### src/rtl/ehgu_fifo_arb.sv
// ehgu_fifo_arb: round-robin burst scheduler sharing one FIFO write port, with occupancy credit tracking.
// Optional EHGU_FIFO_ARB_PRIO_EN: requester 0 gets fixed priority; 1..NREQ-1 rotate among themselves.
module ehgu_fifo_arb #(
    parameter int NREQ = 4,
    parameter int WIDTH = 8,
    parameter int DEPTH = 32,
    parameter int MAX_BURST = 4,
    localparam int SW = $clog2(NREQ),
    localparam int LW = $clog2(DEPTH) + 1
) (
    input  logic                  clk,
    input  logic                  rst,
    input  logic [NREQ-1:0]       req_valid,
    input  logic [NREQ-1:0]       req_last,
    input  logic [NREQ*WIDTH-1:0] req_data,
    output logic [NREQ-1:0]       req_ready,
    output logic                  fifo_wr_en,
    output logic [WIDTH-1:0]      fifo_wr_data,
    output logic [SW-1:0]         fifo_wr_src,
    input  logic                  fifo_rd_en,
    output logic [LW-1:0]         level,
    output logic                  full,
    output logic                  empty,
    output logic [SW-1:0]         grant_id
);
    localparam logic [0:0] IDLE = 1'b0, GRANT = 1'b1;
    logic [0:0] state;
    logic [SW-1:0] rr_ptr, pick, idx, next_ptr;
    logic [4:0] beat_cnt;
    logic hit, accept, pop, burst_end;
    logic [LW-1:0] level_next;
    always_comb begin
        hit = 1'b0;
        pick = '0;
        idx = '0;
        for (int i = 0; i < NREQ; i++) begin
            idx = SW'((int'(rr_ptr) + i) % NREQ);
`ifdef EHGU_FIFO_ARB_PRIO_EN
            if (!hit && idx != '0 && req_valid[idx]) begin
`else
            if (!hit && req_valid[idx]) begin
`endif
                hit = 1'b1;
                pick = idx;
            end
        end
`ifdef EHGU_FIFO_ARB_PRIO_EN
        if (req_valid[0]) begin
            hit = 1'b1;
            pick = '0;
        end
`endif
    end
    assign req_ready = (state == GRANT && !full) ? {{(NREQ-1){1'b0}}, 1'b1} << grant_id : '0;
    assign accept = state == GRANT && !full && req_valid[grant_id];
    assign pop = fifo_rd_en && !empty;
    assign burst_end = accept && (req_last[grant_id] || beat_cnt == 5'(MAX_BURST - 1));
    assign level_next = level + LW'(accept) - LW'(pop);
    assign next_ptr = (grant_id == SW'(NREQ - 1)) ? '0 : grant_id + SW'(1);
    always_ff @(posedge clk) begin
        if (rst) begin
            state <= IDLE;
            rr_ptr <= '0;
            grant_id <= '0;
            beat_cnt <= '0;
            level <= '0;
            full <= 1'b0;
            empty <= 1'b1;
            fifo_wr_en <= 1'b0;
            fifo_wr_data <= '0;
            fifo_wr_src <= '0;
        end else begin
            level <= level_next;
            full <= level_next == LW'(DEPTH);
            empty <= level_next == '0;
            fifo_wr_en <= accept;
            if (accept) begin
                fifo_wr_data <= req_data[int'(grant_id)*WIDTH +: WIDTH];
                fifo_wr_src <= grant_id;
                beat_cnt <= beat_cnt + 5'd1;
            end
            if (state == IDLE && hit) begin
                state <= GRANT;
                grant_id <= pick;
                beat_cnt <= '0;
            end else if (burst_end) begin
                state <= IDLE;
`ifdef EHGU_FIFO_ARB_PRIO_EN
                if (grant_id != '0) rr_ptr <= next_ptr;
`else
                rr_ptr <= next_ptr;
`endif
            end
        end
    end
endmodule

### config.mk
export PLATFORM = sky130hd
export DESIGN_NAME = ehgu_fifo_arb
export DESIGN_NICKNAME = d
export VERILOG_FILES = /design/src/rtl/ehgu_fifo_arb.sv
export SDC_FILE = /design/constraint.sdc
export NUM_CORES = 1
export LEC_CHECK = 0
export ABC_CLOCK_PERIOD_IN_PS = 5900
export CAP_MARGIN = 20
export CORE_MARGIN = 2
export CORE_UTILIZATION = 48
export CTS_BUF_LIST = sky130_fd_sc_hd__clkbuf_8
export DETAILED_ROUTE_END_ITERATION = 16
export GPL_ROUTABILITY_DRIVEN = 0
export MAX_ROUTING_LAYER = met4
export PLACE_DENSITY = 0.89
export SYNTH_ARGS = -nofsm -noshare
export SYNTH_HDL_FRONTEND = slang
export SYNTH_SLANG_ARGS = --single-unit
### constraint.sdc
create_clock -name clk -period 5.9 [get_ports clk]
set_input_delay 1.475 -clock clk [delete_from_list [all_inputs] [get_ports clk]]
set_output_delay 1.475 -clock clk [all_outputs]
set_load 0.03 [all_outputs]
Word level (Yosys, flattened, before mapping)
Cells that the tools add are included.
- flip-flop bits (word level): 29
- input port bits: 43
- $lt $le $gt $ge: 5
- reductions and logical operators: 18
- bitwise operators: 2
- equality and inequality tests: 3
- add/sub/neg operators: 7
- multiplexer cells: 24
- shifts and indexed selects: 2
- operators by type and width (kind ; number):
    $shiftx 32x6->8 ; 1
    $lt 2x3->1 const B ; 5
    $bmux 1 s2 ; 6
    $mux 1 ; 12
    $mux 2 ; 5
    $logic_and 1x1->1 ; 8
    $add 6x1->6 ; 1
    $eq 6x6->1 const B ; 1
    $logic_not 6->1 ; 1
    $sub 6x1->6 ; 1
    $add 5x1->5 const B ; 1
    $eq 5x2->1 const B ; 1
    $logic_not 1->1 ; 5
    $add 2x1->2 const B ; 2
    $add 2x2->2 const B ; 2
    $mux 4 ; 1
    $shl 1x2->4 const A ; 1
    $eq 2x2->1 const B ; 1
    $not 1->1 ; 2
    $reduce_and 2->1 ; 1
    $reduce_bool 2->1 ; 1
    $reduce_or 2->1 ; 1
    $logic_or 1x1->1 ; 1

Longest topological paths before layout
- depth after elaboration: 15
- gate-level depth with buffers: 14
- depth with buffers taken out: 12

Worst setup path before layout
No wires, ideal clock.
- kind: input to register
- start point: in req_valid[3]
- end point: reg full
- stages on the path: 13
- arrival time: 3.825 ns
- setup time: 0.116 ns
- setup slack: 1.960 ns
- data required time: 5.784 ns
- cells stage by stage: mux4_2 > nand2_4 > buf_12 > ha_1 > inv_1 > ha_1 > inv_1 > fa_1 > nand2b_1 > a21oi_1 > xnor2_1 > and3_1 > and3_1
- cells in the longest elaborated chain, start to end: 6
- ends and longest elaborated chain (element ; line ; source):
    start: declaration ; 13 ; input logic [NREQ-1:0] req_valid,
    $bmux 1 s2 ; 55 ; assign accept = state == GRANT && !full && req_valid[grant_id];
    $mux 1 (not written as such) ; 55 ;
    $logic_and 1x1->1 ; 55 ;
    $add 6x1->6 ; 58 ; assign level_next = level + LW'(accept) - LW'(pop);
    $sub 6x1->6 ; 58 ;
    $eq 6x6->1 ; 74 ; full <= level_next == LW'(DEPTH);
    end signal: assignment ; 74 ;
    end: declaration ; 22 ; output logic full,
Every way passes these cells. The select of a mux whose other input is x is not followed.
A chain may end at the register's enable or synchronous reset.

Worst setup path after layout
Same ends and word-level chain as after synthesis.

==> metrics <==
Leakage=0.00101 uW; pin count of the biggest net entering global routing=25; Achievable Freq=approximately 230 MHz; min cycle time layout=between 4 and 5 ns; CTS Buf Count=5; Cell Area, Synth=between 0.0015 and 0.002 mm^2; VDD IR max=between 300 and 400 uV; HPWL Detailed=3090 um; Routed WL=between 4000 and 5000 um; port bufs=67; post-cts hold buffer count=0; Die Area=approximately 0.004 mm^2; total gr overflow=0; proportion of synthesized area in mux cells=0.205; cell area after layout=between 0.002 and 0.0025 mm^2; Synthesis Warnings=0; headroom to the max-slew limit=0.417; Avg Cell Area, Syn=slightly below 10 um^2; Setup TNS=0 ns; Worst-Skew Late Latency=between 0.2 and 0.3 ns; Initial Util=0.502; crit share post-route=0.742; most common cell after layout, fill and taps aside=clkdlybuf4s50_1; R2R cell count=12; num ports=68; largest cells by area after synthesis=dfxtp_1 34%, mux4_2 9.3%, ha_1 8.1%; Synth Flop Type=dfxtp_1; Setup Buffers After CTS=0; most frequent cells in the layout=67 x clkdlybuf4s50_1, 29 x dfxtp_1, 28 x nor2_1, 14 x inv_1; wire length per cell=~15 um; Tightest Pin Transition=0.872 ns; vias in the first global route=~1.5k; CTS H-Tree Depth=2; CP Max Fanout=17; EDFF count, synth=0; Yosys reg bits=29; TritonCTS clock tree=yes; crit path kind=in2reg; Clk pin slew, worst setup/hold paths=around 0.060 ns; Worst Skew=approximately 0.004 ns; die width=approximately 63 um; post-synth top area share=0.344; buffers and inverters on the worst path=3; post-synth top area cell=dfxtp_1; CP delay by family, top=adder cells; vias=between 1.5k and 2k; Max Buffers Root-to-Sink=2; Net count, final=about 290; Hold WC Path Type=reg2reg; DR pass1 iterations=4; area grow syn2layout=47.0%; status=finished clean; xor and xnor area share after synthesis=0.0363; CP Launch Type=input pin; Post-Syn Instances=about 170; via/cell ratio=between 5 and 6; layout cells sized above 1=0.0667; initial antenna violation count=0; Final setup viols=0; Worst Setup End Kind=flip-flop; compound-gate portion of the synthesized area=0.0822; Synth Area in Adders=0.0933; Synth cell types=35; final hold vios=0; All-Layer GR Usage=0.229; syn_nets=~230; CP max-delay cell=mux4_2; Critical Path Stages=13; PD cells=~350 mW/mm^2; Max Cap Viol=0; placed cell area=0.00237 mm^2; Clock Sinks=29; drt drc=0; Async SR Flop Fraction=0; final antenna-violating net count=0; Core Region=between 0.003 and 0.004 mm^2; global-route wire length before repair=about 6900 um; RSZ-0062 raised after global routing=false; ordered cell list for the critical path=clkdlybuf4s50_1 -> mux4_2 -> nand2_4 -> ha_1 -> inv_1 -> ha_1 -> inv_1 -> fa_1 -> nand2b_1 -> a21oi_1 -> xnor2_1 -> and3_1 -> and3_1; Initial DRC Count=75; Slew Viols, Final=0; FP Rows=21; diode count=0; slowest stage delay, CP=~0.57 ns; Root Driver=clkbuf_8; post-synthesis sequential area ratio=0.344; Post-Synth Simple-Gate Area=0.180; fill count=~260; Die Ht=about 63 um; required time worst endpoint=6.07 ns; WHS Path Cells=2; largest family of logic cells by synthesized area=multiplexers; Post-CTS Resized=0; CP Data Arrival Time=4.55 ns
[metal layers]
metal  routed length, um  part of all wire  global-route usage  vias to the layer above
li1                    -                 -                   -                      741
met1                1740              0.41               0.264                      719
met2                2240              0.52               0.389                       52
met3                 282             0.066              0.0732                        2
met4                  14            0.0033              0.0489                        0
met5                   0                 0                   -                        -
[final timing paths]
check / startpoint / end / slack, ns
hold reg to reg: rr_ptr[0] / rr_ptr[0] / 0.47
hold / removal: rr_ptr[0] / rr_ptr[0] / 0.47
setup / recovery: req_valid[3] / full / 1.52
setup reg to reg: grant_id[0] / full / 2.25
[cell usage after synthesis, types with 2 or more instances]
library cell,count
nor4_1,2
nand2b_1,2
mux2i_1,11
inv_1,13
o211ai_1,2
nand4_1,2
a21oi_1,10
o21ai_0,6
nand3_1,2
xnor2_1,2
mux4_2,7
clkbuf_1,4
nand2_1,5
xor2_1,5
or3_1,2
and2_1,5
dfxtp_1,29
nor2b_1,4
nor2_1,28
and3_1,4
mux4_1,3
ha_1,11
[per-stage QoR]
stage | util | hold slack [ns] | std cells | power (uW) | setup WS [ns]
floorplan | - | 0.445 | 172 | 530 | 1.96
detailed placement | 0.703 | 0.463 | 278 | 661 | 1.30
finish | 0.738 | 0.468 | 286 | 875 | 1.52
global placement | 0.703 | 0.457 | 278 | 652 | 1.37
global route | 0.738 | 0.500 | 286 | 925 | 1.38
CTS | 0.738 | 0.472 | 286 | 879 | 1.55
[tightest hold or removal path, cell delays in order, from the launching register on]
cell     delay [ns]
dfxtp_1        0.32
nand2_1        0.06
a21oi_1        0.05
[layout make-up]
class                      instances  area (um^2)  area share
tap                               46         57.6      0.0232
clock buffer                       6         82.6      0.0333
multi-input combinational        123         1010       0.406
inverter                          13         48.8      0.0197
timing repair buffer              67          671       0.270
sequential                        29          581       0.234
clock inverter                     2         33.8      0.0136
[registers in the layout, summed over array words and instances (netlist names)]
register,count
state,1
level,6
empty,1
rr_ptr,2
fifo_wr_src,2
fifo_wr_en,1
grant_id,2
beat_cnt,5
full,1
fifo_wr_data,8
[cell families after synthesis]
family                     count (synthesis)
AOI/OAI and AO/OA                         23
and+or+nand+nor                           60
buffers and inverters                     20
muxes                                     21
DFF                                       29
adders and majority gates                 12
xor gates and xnor gates                   7
[report_power, final]
| group | total [uW] | switching, uW | internal, uW |
|---|---|---|---|
| logic | 405 | 219 | 186 |
| clock network | 211 | 75.6 | 136 |
| registers | 259 | 29.2 | 230 |
Note: power is estimated with default switching activity, not from simulation.
==> edit 1: new RTL, config.mk and constraints unchanged <==
Compare `beat_cnt` against `5'(MAX_BURST - 1)` with >= in place of ==.
--- a/src/rtl/ehgu_fifo_arb.sv
+++ b/src/rtl/ehgu_fifo_arb.sv
@@ -54,7 +54,7 @@
     assign req_ready = (state == GRANT && !full) ? {{(NREQ-1){1'b0}}, 1'b1} << grant_id : '0;
     assign accept = state == GRANT && !full && req_valid[grant_id];
     assign pop = fifo_rd_en && !empty;
-    assign burst_end = accept && (req_last[grant_id] || beat_cnt == 5'(MAX_BURST - 1));
+    assign burst_end = accept && (req_last[grant_id] || beat_cnt >= 5'(MAX_BURST - 1));
     assign level_next = level + LW'(accept) - LW'(pop);
     assign next_ptr = (grant_id == SW'(NREQ - 1)) ? '0 : grant_id + SW'(1);
     always_ff @(posedge clk) begin
Formal check against the unedited RTL: same outputs for any inputs over 4 cycles, from zero or initial values and one cycle with rst high; that may be too few to reach the edited logic, so the function may still have changed.
==> edit 1 against the unedited design <==
  * Sequential cell count is the same
  * Final area shrank 1.2%
  * Clock power shrank 24%
  * Critical endpoint unchanged
  * Combinational power shrank 2%
  * Via count grew 0.53%
  * Setup slack lost 100 ps
  * Power shrank 7.1%
  * Routed wire length grew 2.1%
  * Area after synthesis shrank 0.67%
==> edit 1: results (changes against the unedited design) <==
[run_status]
status = complete, no violations

[power]
ir_worst_vdd_mv = 0.322  ; +3.7%
leakage_uw = 0.000990  ; -2.3%

[critical_path]
reg2reg_from = grant_id[0]
cp_max_fo = 21  ; +4
worst_path_largest_cell_delay_ps = 540  ; -30 ps
worstPathArrival_ps = 4690  ; +140 ps
reg2reg_slack_ps = 2130  ; -120 ps
path_delay_family = simple AND/OR/NAND/NOR gates
reg2reg_depth = 11  ; -1

[layout]
fin_nets = 292  ; -0.68%
drive_gt1_share_pct = 8.86  ; +2.2 points

[worst_hold_path]
whs_endpoint = fifo_wr_data[0]
worst_hold_path_type = reg -> reg
min_from = fifo_wr_data[0]

[detailed_routing]
wl_met3_um = 233  ; -17%
drt-initial-drc-count = 60  ; -20%
drtPass1Iterations = 6  ; +2
wl_per_cell_um = 15.4  ; +3.1%
routed_wl_mm = 4.36  ; +2.1%
wl_met1_mm = 1.70  ; -2.2%
viasPerCell = 5.38  ; +1.6%
wl_met2_mm = 2.37  ; +6.2%

[run]
drv_cap = 0  ; unchanged

[synth]
synth_seq_area_share_pct = 34.6  ; +0.23 points
netlist_top_cells_count = dfxtp_1, nor2_1, inv_1
synth.top_cells.by_area = dfxtp_1, mux4_2, ha_1
synth_cell_types = 43  ; +23%
syn_inst = 170  ; -1.2%
syn_nets = 225  ; -0.88%

[global_routing]
grtUsageMet2_pct = 41.2  ; +2.3 points
use_met3_pct = 6.25  ; -1.1 points
grt_use_met1_pct = 26.1  ; -0.31 points
grt_usage_pct = 23.8  ; +0.93 points
grt_pass1_vias = 1506  ; +1.5%
grt_max_degree = 27  ; +8.0%
grt_pass1_wl_mm = 7.03  ; +1.9%

[sta]
fmax_mhz = 223  ; -2.2%
tightest_slew_ps = 952  ; +79.8 ps
skew_ps = 3.99  ; +0.0704 ps

[placed_design]
hpwl_mm = 3.30  ; +6.7%
dp_cells = 276  ; -0.72%
post-place-ws_ps = 1210  ; -85.3 ps

[clock_network]
clk_latency_ps = 280  ; about the same
cts_buffer_depth = 2  ; unchanged

==> edit 1: through the flow <==
step	power, uW	instance area [um2]	hold slack, ps
2_1_floorplan	522	1680	473
3_3_place_gp	643	2370	468
3_5_place_dp	654	2370	489
4_1_cts	816	2450	512
5_1_grt	866	2450	536
6_report	813	2450	508
==> edit 1: cells by family after synthesis <==
group | share of synthesized area (%)
AO/OA/AOI/OAI | 10.7
XOR/XNOR | 3.13
adder cells (fa/ha/maj) | 9.40
buffers and inverters | 5.29
flip-flops | 34.6
multiplexers | 19.7
AND/OR/NAND/NOR | 17.2
==> edit 1: area by class of cell <==
class	instances	area, um2
Sequential cell	29	581
Clock buffer	6	82.6
Tap cell	46	57.6
Clock inverter	1	3.75
Fill cell	254	885
Timing Repair Buffer	67	671
Inverter	13	48.8
Multi-Input combinational cell	121	1010
==> edit 1: power breakdown <==
part           switching, uW  internal (uW)  total, uW
Sequential              27.5            229        257
Clock                   70.1           90.5        161
Combinational            208            188        396
==> edit 2: new RTL, same flow settings <==
Without the edit above. The option `EHGU_FIFO_ARB_PRIO_EN` is turned on by a define.
--- a/src/rtl/ehgu_fifo_arb.sv
+++ b/src/rtl/ehgu_fifo_arb.sv
@@ -1,5 +1,7 @@
 // ehgu_fifo_arb: round-robin burst scheduler sharing one FIFO write port, with occupancy credit tracking.
 // Optional EHGU_FIFO_ARB_PRIO_EN: requester 0 gets fixed priority; 1..NREQ-1 rotate among themselves.
+`define EHGU_FIFO_ARB_PRIO_EN
+
 module ehgu_fifo_arb #(
     parameter int NREQ = 4,
     parameter int WIDTH = 8,
Behaviour: not the same (Yosys sat finds a counterexample within 4 cycles, from zero or initial values and one cycle with rst high).
==> edit 2 against the unedited design <==
  * Area after synthesis increased by 9.2%
  * Final area increased by 5.6%
  * Register-to-register slack improved by 150 ps
  * Utilization decreased by 2.7 points
  * Hold slack improved by 24 ps
  * Clock power decreased by 27%
  * Count of clock-buffer cells in the layout decreased by 1
  * Setup slack improved by 160 ps
  * Non-clock buffer count unchanged
  * Power decreased by 5.5%
  * Sequential cell count unchanged
  * Routed wire length increased by 7.0%
  * Sequential share of layout area decreased by 1.2 points
  * Largest cell class unchanged
==> edit 2: results (changes against the unedited design) <==
[detailed_routing]
drtPass1Iterations = 4  ; unchanged
wl_met2_mm = 2.45  ; +9.6%
drt-initial-drc-count = 57  ; -24%
viasPerCell = 5.30  ; about the same
wl_met1_mm = 1.86  ; +6.8%
wl_met3_um = 189  ; -33%
routed_wl_mm = 4.57  ; +7.0%
wl_per_cell_um = 14.9  ; about the same

[power]
leakage_uw = 0.00105  ; +3.9%
power.share.sequential_pct = 31.4  ; +1.8 points
intPower_uw = 501  ; -9.1%
comb_power_share_pct = 49.9  ; +3.7 points
ir_worst_vdd_mv = 0.260  ; -16%

[sta]
maxSlewHeadroom_pct = 33.5  ; -8.1 points
hold_ws_ps = 492  ; +23.6 ps
skew_ps = 4.45  ; +0.531 ps

[layout]
fin_nets = 316  ; +7.5%
num-fill-cells = 281  ; +6.4%
clock_area_share_pct = 3.15  ; -1.5 points
nMultiInputCombCells = 142  ; +15%
final-seq-area_um2 = 581  ; unchanged
n_all_inverters = 12  ; -1
final-nonclk-buf-share_pct = 25.6  ; -1.4 points
multi_input_area_share_pct = 45.1  ; +4.5 points
n_antenna_cell = 0  ; unchanged
drive_gt1_share_pct = 9.69  ; +3.0 points
final_cell_area_mm2 = 0.00262  ; +5.6%
clock_buffers = 5  ; -1

[floorplan]
rows = 22  ; +4.8%

[placed_design]
post-place-ws_ps = 1400  ; +102 ps
dp_cells = 298  ; +7.2%
hpwl_mm = 3.59  ; +16%
placed_cell_area_mm2 = 0.00254  ; +7.4%

[clock_network]
clockRootBuffer = clkbuf_8
cts-resized-gates = 0  ; unchanged
cts_setup_buffers = 0  ; unchanged

[synth]
synth_seq_area_share_pct = 31.5  ; -2.9 points
synth.top_cells.by_area = dfxtp_1, mux4_2, ha_1
syn_nets = 250  ; +10%
synth.avg_cell_area_um2 = 9.66  ; -1.7%
netlist_top_cells_count = nor2_1, dfxtp_1, ha_1
synth_cell_types = 43  ; +23%

[global_routing]
grt_use_met1_pct = 26.9  ; +0.41 points
grt_pass1_wl_mm = 7.52  ; +9.0%
use_met3_pct = 5.79  ; -1.5 points
grt_max_degree = 28  ; +12%
grt_usage_pct = 23.6  ; +0.69 points
grtUsageMet2_pct = 40.9  ; +2.0 points
grt_pass1_vias = 1632  ; +10%

[critical_path]
reg2reg_depth = 11  ; -1
reg2reg_slack_ps = 2400  ; +150 ps
rr_endpoint = empty
reg2reg_from = grant_id[0]
cp_max_fo = 19  ; +2
worstPathArrival_ps = 4440  ; -110 ps

[worst_hold_path]
whs_endpoint = fifo_wr_src[1]
min_from = fifo_wr_src[1]
min_path_cells = 2  ; unchanged

[run_status]
status = complete, no violations

[edit 2: cell count changes after synthesis, moves of 4 or more]
cell	unedited run	this run
o21ai_0	6	2
ha_1	11	15
a21oi_1	10	6
nor3_1	0	5
nor2b_1	4	9
[edit 2: cells by family (layout without fill, tap and decap cells)]
group | Yosys count | in the layout | share of synthesized area [%]
AND/OR/NAND/NOR | 70 | 70 | 19.6
multiplexers | 25 | 25 | 21.4
adder cells (fa/ha/maj) | 16 | 16 | 11.3
flip-flops | 29 | 29 | 31.5
XOR/XNOR | 8 | 8 | 3.80
buffers and inverters | 20 | 87 | 4.34
AO/OA/AOI/OAI | 23 | 23 | 8.07
[edit 2: worst max-delay path by stage]
stage / from / end / slack, ps
final: req_valid[0] / empty / 1680
after global placement: req_valid[0] / empty / 1510
after detailed placement: req_valid[0] / empty / 1400
after CTS: req_valid[0] / empty / 1680
after global routing: req_valid[0] / empty / 1550
after floorplan: req_valid[3] / full / 2010
